## config.mk

```make
export PLATFORM = sky130hd
export DESIGN_NAME = ddr_ctrl_frame_counter
export DESIGN_NICKNAME = d
export VERILOG_FILES = /design/src/rtl/ddr_ctrl_pkg.sv /design/src/rtl/ddr_bit_pos_cnt.sv /design/src/rtl/ddr_ctrl_frame_counter.sv
export SDC_FILE = /design/constraint.sdc
export NUM_CORES = 1
export LEC_CHECK = 0
export CAP_MARGIN = 20
export CORE_ASPECT_RATIO = 1.1
export CORE_MARGIN = 4
export CORE_UTILIZATION = 52
export DETAILED_ROUTE_END_ITERATION = 8
export GPL_ROUTABILITY_DRIVEN = 0
export PLACE_DENSITY = 0.79
export SETUP_SLACK_MARGIN = 0.05
export SYNTH_ARGS = -nofsm -noshare
export SYNTH_HDL_FRONTEND = slang
export SYNTH_SLANG_ARGS = --single-unit
```

## constraint.sdc

```tcl
create_clock -name i_ctfc_clk -period 3.4 [get_ports i_ctfc_clk]
set_clock_uncertainty 0.2 [all_clocks]
set_input_delay 0.68 -clock i_ctfc_clk [delete_from_list [all_inputs] [get_ports i_ctfc_clk]]
set_output_delay 0.68 -clock i_ctfc_clk [all_outputs]
set_load 0.005 [all_outputs]
```

## src/rtl/ddr_ctrl_pkg.sv

```systemverilog
// Shared definitions for the controller-side HDR-DDR frame counter:
// FSM states, word/CRC bit-cell counts and preamble bit positions.
package ddr_ctrl_pkg;

   typedef enum logic [1:0] {
      ST_IDLE  = 2'd0,
      ST_COUNT = 2'd1,
      ST_CRC   = 2'd2,
      ST_DONE  = 2'd3
   } ctfc_state_e;

   localparam int DDR_WORD_BITS = 20;
   localparam int DDR_CRC_BITS  = 11;
   localparam int DDR_IDX_W     = 5;

   // Preamble occupies the first two bit-cells of every word.
   localparam int DDR_PRE_IDX0  = 0;
   localparam int DDR_PRE_IDX1  = 1;

endpackage

```

## src/rtl/ddr_bit_pos_cnt.sv

```systemverilog
// Modulo-N bit-position counter: advances on each tick, wraps to the first
// preamble cell and raises a combinational wrap pulse on the final cell.
module ddr_bit_pos_cnt
   import ddr_ctrl_pkg::*;
#(
   parameter int N = DDR_WORD_BITS
) (
   input  logic                 i_clk,
   input  logic                 i_rst,
   input  logic                 i_clr,
   input  logic                 i_tick,
   output logic [DDR_IDX_W-1:0] o_idx,
   output logic                 o_wrap
);

   logic [DDR_IDX_W-1:0] r_idx;
   logic                 w_last;

   assign w_last = (r_idx == DDR_IDX_W'(N - 1));
   assign o_wrap = i_tick && w_last;
   assign o_idx  = r_idx;

   // NOTE: state registers use non-blocking assignment so every flop samples
   // pre-edge values regardless of block ordering.
   always_ff @(posedge i_clk) begin
      if (i_rst || i_clr) begin
         r_idx <= DDR_IDX_W'(DDR_PRE_IDX0);
      end else if (i_tick) begin
         r_idx <= w_last ? DDR_IDX_W'(DDR_PRE_IDX0) : r_idx + DDR_IDX_W'(1);
      end
   end

endmodule

```

## src/rtl/ddr_ctrl_frame_counter.sv

```systemverilog
// Controller HDR-DDR frame counter: tracks bit position and counts data words
// down from the programmed length. Optional CRC word: define DDR_CTFC_CRC_EN.
module ddr_ctrl_frame_counter
   import ddr_ctrl_pkg::*;
#(
   parameter int WORD_BITS = DDR_WORD_BITS,
   parameter int LEN_W     = 16
) (
   input  logic             i_ctfc_clk,
   input  logic             i_ctfc_rst,
   input  logic             i_ctfc_en,
   input  logic             i_regf_RNW,
   input  logic [LEN_W-1:0] i_regf_DATA_LEN,
   input  logic             i_bitcnt_toggle,
   input  logic             i_ctfc_tgt_end,
   output logic [4:0]       o_ctfc_bit_idx,
   output logic             o_ctfc_word_done,
   output logic             o_ctfc_last_frame,
   output logic [LEN_W-1:0] o_ctfc_words_cnt,
   output logic             o_ctfc_done,
   output logic             o_ctfc_early_term
);

   ctfc_state_e          r_state;
   logic [LEN_W-1:0]     r_remaining;
   logic [LEN_W-1:0]     r_words_cnt;
   logic                 r_rnw;
   logic                 r_last_frame;
   logic                 r_word_done;
   logic                 r_done;
   logic                 r_early_term;

   logic [DDR_IDX_W-1:0] w_data_idx;
   logic                 w_data_wrap;
   logic                 w_data_tick;
   logic                 w_data_clr;
   logic                 w_early;

   // Toggles only count while a transfer is live; en low discards them.
   assign w_data_tick = i_bitcnt_toggle && i_ctfc_en && (r_state == ST_COUNT);
   assign w_early     = w_data_tick && r_rnw && i_ctfc_tgt_end &&
                        (w_data_idx == DDR_IDX_W'(DDR_PRE_IDX1));
   assign w_data_clr  = (r_state != ST_COUNT) || !i_ctfc_en || w_early;

   ddr_bit_pos_cnt #(.N(WORD_BITS)) u_data_pos (
      .i_clk  (i_ctfc_clk),
      .i_rst  (i_ctfc_rst),
      .i_clr  (w_data_clr),
      .i_tick (w_data_tick),
      .o_idx  (w_data_idx),
      .o_wrap (w_data_wrap)
   );

`ifdef DDR_CTFC_CRC_EN
   logic [DDR_IDX_W-1:0] w_crc_idx;
   logic                 w_crc_wrap;
   logic                 w_crc_tick;
   logic                 w_crc_clr;

   assign w_crc_tick = i_bitcnt_toggle && i_ctfc_en && (r_state == ST_CRC);
   assign w_crc_clr  = (r_state != ST_CRC) || !i_ctfc_en;

   ddr_bit_pos_cnt #(.N(DDR_CRC_BITS)) u_crc_pos (
      .i_clk  (i_ctfc_clk),
      .i_rst  (i_ctfc_rst),
      .i_clr  (w_crc_clr),
      .i_tick (w_crc_tick),
      .o_idx  (w_crc_idx),
      .o_wrap (w_crc_wrap)
   );

   localparam ctfc_state_e DATA_END_STATE = ST_CRC;
   localparam logic        DATA_END_DONE  = 1'b0;
`else
   localparam ctfc_state_e DATA_END_STATE = ST_DONE;
   localparam logic        DATA_END_DONE  = 1'b1;
`endif

   always_ff @(posedge i_ctfc_clk) begin
      if (i_ctfc_rst) begin
         r_state      <= ST_IDLE;
         r_remaining  <= '0;
         r_words_cnt  <= '0;
         r_rnw        <= 1'b0;
         r_last_frame <= 1'b0;
         r_word_done  <= 1'b0;
         r_done       <= 1'b0;
         r_early_term <= 1'b0;
      end else begin
         r_word_done <= 1'b0;
         r_done      <= 1'b0;
         case (r_state)
            ST_IDLE: begin
               if (i_ctfc_en) begin
                  r_remaining  <= i_regf_DATA_LEN;
                  r_rnw        <= i_regf_RNW;
                  r_words_cnt  <= '0;
                  r_early_term <= 1'b0;
                  if (i_regf_DATA_LEN == '0) begin
                     r_state      <= ST_DONE;
                     r_done       <= 1'b1;
                     r_last_frame <= 1'b0;
                  end else begin
                     r_state      <= ST_COUNT;
                     r_last_frame <= (i_regf_DATA_LEN == LEN_W'(1));
                  end
               end
            end
            ST_COUNT: begin
               if (!i_ctfc_en) begin
                  r_state      <= ST_IDLE;
                  r_remaining  <= '0;
                  r_last_frame <= 1'b0;
               end else if (w_early) begin
                  r_state      <= DATA_END_STATE;
                  r_done       <= DATA_END_DONE;
                  r_early_term <= 1'b1;
                  r_last_frame <= 1'b0;
               end else if (w_data_wrap) begin
                  r_word_done <= 1'b1;
                  r_remaining <= (r_remaining != '0) ? r_remaining - LEN_W'(1) : '0;
                  if (r_words_cnt != '1) begin
                     r_words_cnt <= r_words_cnt + LEN_W'(1);
                  end
                  if (r_remaining <= LEN_W'(1)) begin
                     r_state      <= DATA_END_STATE;
                     r_done       <= DATA_END_DONE;
                     r_last_frame <= 1'b0;
                  end else begin
                     r_last_frame <= (r_remaining == LEN_W'(2));
                  end
               end
            end
`ifdef DDR_CTFC_CRC_EN
            ST_CRC: begin
               if (!i_ctfc_en) begin
                  r_state     <= ST_IDLE;
                  r_remaining <= '0;
               end else if (w_crc_wrap) begin
                  r_state <= ST_DONE;
                  r_done  <= 1'b1;
               end
            end
`endif
            ST_DONE: begin
               if (!i_ctfc_en) begin
                  r_state <= ST_IDLE;
               end
            end
            default: begin
               r_state <= ST_IDLE;
            end
         endcase
      end
   end

   assign o_ctfc_bit_idx    = w_data_idx;
   assign o_ctfc_word_done  = r_word_done;
   assign o_ctfc_last_frame = r_last_frame;
   assign o_ctfc_words_cnt  = r_words_cnt;
   assign o_ctfc_done       = r_done;
   assign o_ctfc_early_term = r_early_term;

endmodule

```

**After elaboration in Yosys (flattened, before gate mapping)**

Cells that the tools add are included.

- Register bits: 44
- Latch bits: 0
- Memory bits (writable): 0
- Bits in read-only memories: 0
- Input port bits: 22
- Output and inout bits: 25
- Logic and storage cells: 95
- Memories kept: 0

- Add/subtract/negate cells: 3
- Multipliers: 0
- Divide/modulo/power cells: 0
- Magnitude comparators: 1
- Equality and inequality tests: 19
- Shifts and indexed selects: 0
- Mux-type cells: 40
- Bitwise gates (word level): 2
- Reductions and logical operators: 21

Operators with widths:

| kind | count |
|---|---|
| 16-bit two-way mux | 10 |
| 16-bit one-hot mux with 2 select lines | 2 |
| 16-bit by 1-bit adder with 16-bit output (second input constant) | 1 |
| 16-bit by 1-bit == test with 1-bit output (second input constant) | 1 |
| 16-bit by 2-bit == test with 1-bit output (second input constant) | 1 |
| 16-bit by 1-bit <= comparator with 1-bit output (second input constant) | 1 |
| 16-bit zero test | 1 |
| 1-bit two-way mux | 16 |
| 16-bit != test (second input constant) | 1 |
| 16-bit nonzero test | 1 |
| 16-bit by 1-bit subtractor with 16-bit output (second input constant) | 1 |
| 2-bit two-way mux | 7 |
| 4-bit AND reduction | 3 |
| 2-bit != test (second input constant) | 5 |
| 4-bit by 3-bit != test with 1-bit output (second input constant) | 2 |
| 1-bit logical AND | 6 |
| 2-bit by 1-bit != test with 1-bit output (second input constant) | 3 |
| 1-bit one-hot mux with 2 select lines | 3 |
| 2-bit one-hot mux with 3 select lines | 1 |
| 6-bit AND reduction | 1 |
| 5-bit by 1-bit adder with 5-bit output (second input constant) | 1 |
| 5-bit by 1-bit == test with 1-bit output (second input constant) | 1 |
| 5-bit == test (second input constant) | 1 |
| 5-bit two-way mux | 1 |
| other kinds (12) | 15 |

**Logic depth before layout (Yosys ltp)**

- Depth after elaboration: 8
- Depth in mapped cells: 8
- Mapped depth without buffers: 7

**Hierarchy**

A second synthesis with hierarchy kept.

- Cells, all modules: 318
- Area total of the unflattened synthesis: 2,743.9 µm²

By module, submodules not included:

| module | times used | cells each | area each (µm²) | seq. area each (µm²) |
|---|---|---|---|---|
| ddr_ctrl_frame_counter | 1 | 291 | 2,493.6 | 780.7 |
| ddr_bit_pos_cnt | 1 | 27 | 250.2 | 100.1 |

**Worst setup path before layout**

No wires, ideal clock.

- Kind: input-to-reg
- Start point: in i_ctfc_en
- End point: reg r_words_cnt[14] (netlist: o_ctfc_words_cnt[14])
- Setup time: 115 ps
- Data arrival time: 2,190 ps
- Data required time: 3,085 ps
- Setup slack: 895 ps
- Cell stages on the path: 8
- Buffers on the path: 3
- Path through: buf_2 > and4b_1 > buf_2 > nand2_1 > a2111o_1 > clkbuf_1 > o31a_1 > o21a_1

- Cells in the longest elaborated chain, start to end: 7
- Elaborated cells between the ends (all ways): 11
- Classes of those cells: eq/ne: 4; reduce/logical: 7

RTL lines:

| item | line | RTL |
|---|---|---|
| from (decl) | ddr_ctrl_frame_counter.sv:11 | `input logic i_ctfc_en,` |
| 1-bit logical AND (2 in a row) | ddr_ctrl_frame_counter.sv:40 | `assign w_data_tick = i_bitcnt_toggle && i_ctfc_en && (r_state == ST_COUNT);` |
| 1-bit logical AND (3 in a row) | ddr_ctrl_frame_counter.sv:41 | `assign w_early = w_data_tick && r_rnw && i_ctfc_tgt_end &&` |
| 2-bit != test (no line) | -- |  |
| 6-bit AND reduction (no line) * | -- |  |
| to (signal assigned) | ddr_ctrl_frame_counter.sv:123 | `r_words_cnt <= r_words_cnt + LEN_W'(1);` |
| to (decl) | ddr_ctrl_frame_counter.sv:26 | `logic [LEN_W-1:0] r_words_cnt;` |

Every way passes the cells marked *; elsewhere a longest branch is shown, timed or not.
A chain may end at the register's enable or synchronous reset.

**Worst setup path in the final report**

- Start point: reg r_remaining[0]
- End point: reg r_remaining[0]

- Cells in the longest elaborated chain, start to end: 6
- Elaborated cells between the ends (all ways): 7
- Classes of those cells: add/sub: 1; mux: 5; reduce/logical: 1

RTL lines:

| item | line | RTL |
|---|---|---|
| from (decl) | ddr_ctrl_frame_counter.sv:25 | `logic [LEN_W-1:0] r_remaining;` |
| from (signal assigned) | ddr_ctrl_frame_counter.sv:95 | `r_remaining <= i_regf_DATA_LEN;` |
| from (signal assigned) | ddr_ctrl_frame_counter.sv:121 | `r_remaining <= (r_remaining != '0) ? r_remaining - LEN_W'(1) : '0;` |
| 16-bit by 1-bit subtractor with 16-bit output / 16-bit nonzero test (equally long branches) | ddr_ctrl_frame_counter.sv:121 |  |
| 16-bit two-way mux * | ddr_ctrl_frame_counter.sv:121 |  |
| 16-bit two-way mux * | ddr_ctrl_frame_counter.sv:119 | `end else if (w_data_wrap) begin` |
| 16-bit two-way mux * | ddr_ctrl_frame_counter.sv:114 | `end else if (w_early) begin` |
| 16-bit two-way mux * | ddr_ctrl_frame_counter.sv:110 | `if (!i_ctfc_en) begin` |
| 16-bit one-hot mux with 2 select lines * | ddr_ctrl_frame_counter.sv:92 | `case (r_state)` |

Every way passes the cells marked *; elsewhere a longest branch is shown, timed or not. The select of a mux whose other input is x is not followed.

==> impl_metrics.env <==
export IMPL_status="completed"
export IMPL_clkTransAtPathRegs_ns=0.08
export IMPL_initial_core_util_pct=54.6
export IMPL_synth_cell_types=64
export IMPL_cp_data_required_time_ns=3.38
export IMPL_p_per_area_nw_per_um2=374
export IMPL_ant_nets=0
export IMPL_cts_max_level=2
export IMPL_synthToLayoutAreaGrowth_pct=24.0
export IMPL_path_class="flop to flop"
export IMPL_r2r_end="r_remaining[0]"
export IMPL_drc_errors=0
export IMPL_setup_tns_ns=0
export IMPL_irDropWorstVdd_mv=0.254
export IMPL_synth_xor_xnor_area_share_pct=2.72
export IMPL_synth_top_family_by_area="simple AND/OR/NAND/NOR gates"
export IMPL_die_y_um=81.8
export IMPL_relSlewSlack_pct=52.9
export IMPL_cts_hold_buf=0
export IMPL_min_period_ns=2.69
export IMPL_worstSkewPairLatency_ns=0.30
export IMPL_timing_fmax_ghz=0.372
export IMPL_synth_ff_type="dfxtp_1"
export IMPL_combPwrFrac_pct=19.8
export IMPL_cp_start_kind="flop"
export IMPL_drive_gt1_share_pct=7.92
export IMPL_wirelength_um=6760
export IMPL_drt_iter0_drc=255
export IMPL_core_area_um2=4720
export IMPL_slew_violations=0
export IMPL_root_buffer="clkbuf_8"
export IMPL_avgSynthCellArea_um2=8.08
export IMPL_post_cts_resized=0
export IMPL_p_switching_uw=342
export IMPL_r2r_slack_ns=0.71
export IMPL_dieArea_um2=6150
export IMPL_synth_warning_count=0
export IMPL_rr_startpoint="r_remaining[0]"
export IMPL_ys_seq_area_share_pct=34.2
export IMPL_fin_crit_sh_pct=79.1
export IMPL_grt_pass1_vias=2495
export IMPL_cts_sinks=44
export IMPL_port_buffers=46
export IMPL_worst_ep_arrival_time_ns=2.67
export IMPL_netlist_area_um2=2580
export IMPL_postCtsSetupRepairBufs=0
export IMPL_maxCapViolCount=0
export IMPL_cts_buffers=5
export IMPL_vias=2741
export IMPL_p_int_uw=853
export IMPL_swShare_pct=28.6
export IMPL_synth_edff_count=0
export IMPL_via_per_inst=6.50
export IMPL_synth_compound_area_share_pct=22.2
export IMPL_crit_fanout=13
export IMPL_hold_violations=0
export IMPL_hpwl_um=5000
export IMPL_yosys_area_share_adder_pct=3.40
export IMPL_p_clk_share_pct=33.3
export IMPL_synth_simple_gate_area_share_pct=32.2
export IMPL_fin_nets=394
export IMPL_holdPathEnd="o_ctfc_early_term"
export IMPL_synth_mux_area_share_pct=0.777
export IMPL_async_reset_ff_share_pct=0
export IMPL_p_leak_nw=1.06
export IMPL_overflow=0
export IMPL_multi_input_area_um2=1580
export IMPL_drtPass1Iterations=5
export IMPL_seqCellArea_um2=881
export IMPL_cts_tree="built"
export IMPL_die_x_um=75.1
export IMPL_whs_path_depth=2
export IMPL_ios=47
export IMPL_setup_violations_final=0
export IMPL_syn_num_nets=348
export IMPL_worst_hold_path_type="flop to flop"
export IMPL_p_seq_share_pct=46.8
export IMPL_synth_seq_cells=44
export IMPL_synthCells=319
export IMPL_grt_usage_pct=23.2
export IMPL_rows=26
export IMPL_worst_setup_path_end_kind="flop"
export IMPL_hold_start="o_ctfc_early_term"
export IMPL_worst_pin_slew_ns=0.706
export IMPL_grt_max_degree=24
export IMPL_antenna_cells=0
export IMPL_grt_pass1_wl_um=11300
export IMPL_timing_hold_ws_ns=0.263
export IMPL_clockBufferDepth=2
export IMPL_antenna_found_initial=0
export IMPL_wl_per_cell_um=16.0
export IMPL_rr_worst_depth=7
export IMPL_grt_setup_unrepaired="false"
export IMPL_fillers=414
[power by group through the flow]
stage / sequential [mW] / clock, mW / combinational (mW)
after floorplan: 0.563 / 0 / 0.159
after global placement: 0.570 / 0 / 0.231
after detailed placement: 0.571 / 0 / 0.231
after CTS: 0.559 / 0.406 / 0.232
after global routing: 0.563 / 0.435 / 0.257
final: 0.560 / 0.398 / 0.237
[placed cells by master, fill, tap and decap left out, types with 4 or more instances in the layout]
cell             instances
a211oi_1                 5
a21oi_1                 20
buf_4                    6
clkbuf_8                 5
clkdlybuf4s50_1         46
dfxtp_1                 44
ha_1                     7
inv_1                   14
nand2_1                 35
nand3_1                 12
nand4_1                 10
nor2_1                  27
nor3_1                  20
nor4_1                  11
o211ai_1                 5
o21a_1                   4
o21ai_0                  5
o32ai_1                  6
or3_1                    8
or4_1                    4
xor2_1                   5
[kinds of logic (layout without fill, tap and decap cells)]
| kind of cell | after synthesis | after routing |
|---|---|---|
| DFF | 44 | 44 |
| AOI/OAI and AO/OA | 80 | 80 |
| buffers and inverters | 27 | 74 |
| and+or+nand+nor | 151 | 151 |
| xor gates and xnor gates | 8 | 8 |
| adders and majority gates | 7 | 7 |
| muxes | 2 | 2 |
[cells in the mapped netlist (3+ instances only)]
master | count | area (um2)
nor2_1 | 27 | 101
nand3_1 | 12 | 60.1
a211oi_1 | 5 | 37.5
nand4_1 | 10 | 62.6
xor2_1 | 5 | 43.8
o21a_1 | 4 | 30.0
ha_1 | 7 | 87.6
dfxtp_1 | 44 | 881
buf_2 | 3 | 15.0
inv_1 | 14 | 52.6
nor3_1 | 20 | 100
nand2_1 | 35 | 131
or4_1 | 4 | 30.0
o31ai_1 | 3 | 22.5
o21ai_0 | 5 | 25.0
clkbuf_1 | 8 | 30.0
or3_1 | 8 | 50.1
xnor2_1 | 3 | 26.3
a21oi_1 | 20 | 100
o211ai_1 | 5 | 37.5
a22oi_1 | 3 | 22.5
o32ai_1 | 6 | 52.6
nor4_1 | 11 | 68.8
nor3b_1 | 3 | 22.5
o21bai_1 | 3 | 22.5
[layout make-up]
type / instances / share of cell area [%]
clock buffer: 6 / 2.27
tap: 56 / 2.19
clock inverter: 2 / 1.10
sequential: 44 / 27.6
inverter: 14 / 1.64
multi-input combinational: 248 / 49.4
timing repair buffer: 52 / 15.8
[state kept, by name, indices dropped and copies added (netlist names)]
signal,count
r_remaining,16
r_rnw,1
o_ctfc_words_cnt,16
u_data_pos.o_idx,5
r_state,2
o_ctfc_word_done,1
o_ctfc_last_frame,1
o_ctfc_early_term,1
o_ctfc_done,1
[worst max-delay path by stage]
stage / from / to / slack, ns
after floorplan: i_ctfc_en / o_ctfc_words_cnt[14] / 0.90
after global placement: i_ctfc_en / o_ctfc_words_cnt[14] / 0.53
after detailed placement: i_ctfc_en / o_ctfc_words_cnt[14] / 0.48
after CTS: r_remaining[0] / r_remaining[6] / 0.75
after global routing: r_remaining[0] / r_remaining[6] / 0.60
final: r_remaining[0] / r_remaining[0] / 0.71
[routing by layer]
layer  share of wire, %  global-route usage, %  up-vias  routed length, um
li1                   -                      -     1307                  -
met1                 42                   28.9     1281               2820
met2                 47                   38.6      133               3210
met3                8.3                   5.63       20                562
met4                2.5                   8.19        0                172
met5                  0                      0        -                  0
[metrics by stage]
| stage | util, % | setup WS, ns | power, mW | instance area, um2 | cells |
|---|---|---|---|---|---|
| after floorplan | - | 0.895 | 0.722 | 2580 | 319 |
| after global placement | 65.5 | 0.533 | 0.801 | 3090 | 414 |
| after detailed placement | 65.5 | 0.483 | 0.802 | 3090 | 414 |
| after CTS | 67.8 | 0.751 | 1.20 | 3200 | 422 |
| after global routing | 67.8 | 0.597 | 1.26 | 3200 | 422 |
| final | 67.8 | 0.709 | 1.19 | 3200 | 422 |
[worst max-delay path: stages, from the launching register on]
cell	delay, ns
dfxtp_1	0.35
inv_1	0.18
ha_1	0.19
or4b_1	0.51
nor4_4	0.51
nor2_2	0.24
a221oi_1	0.31
a211oi_1	0.08
Note: power is estimated with default switching activity, not from simulation.
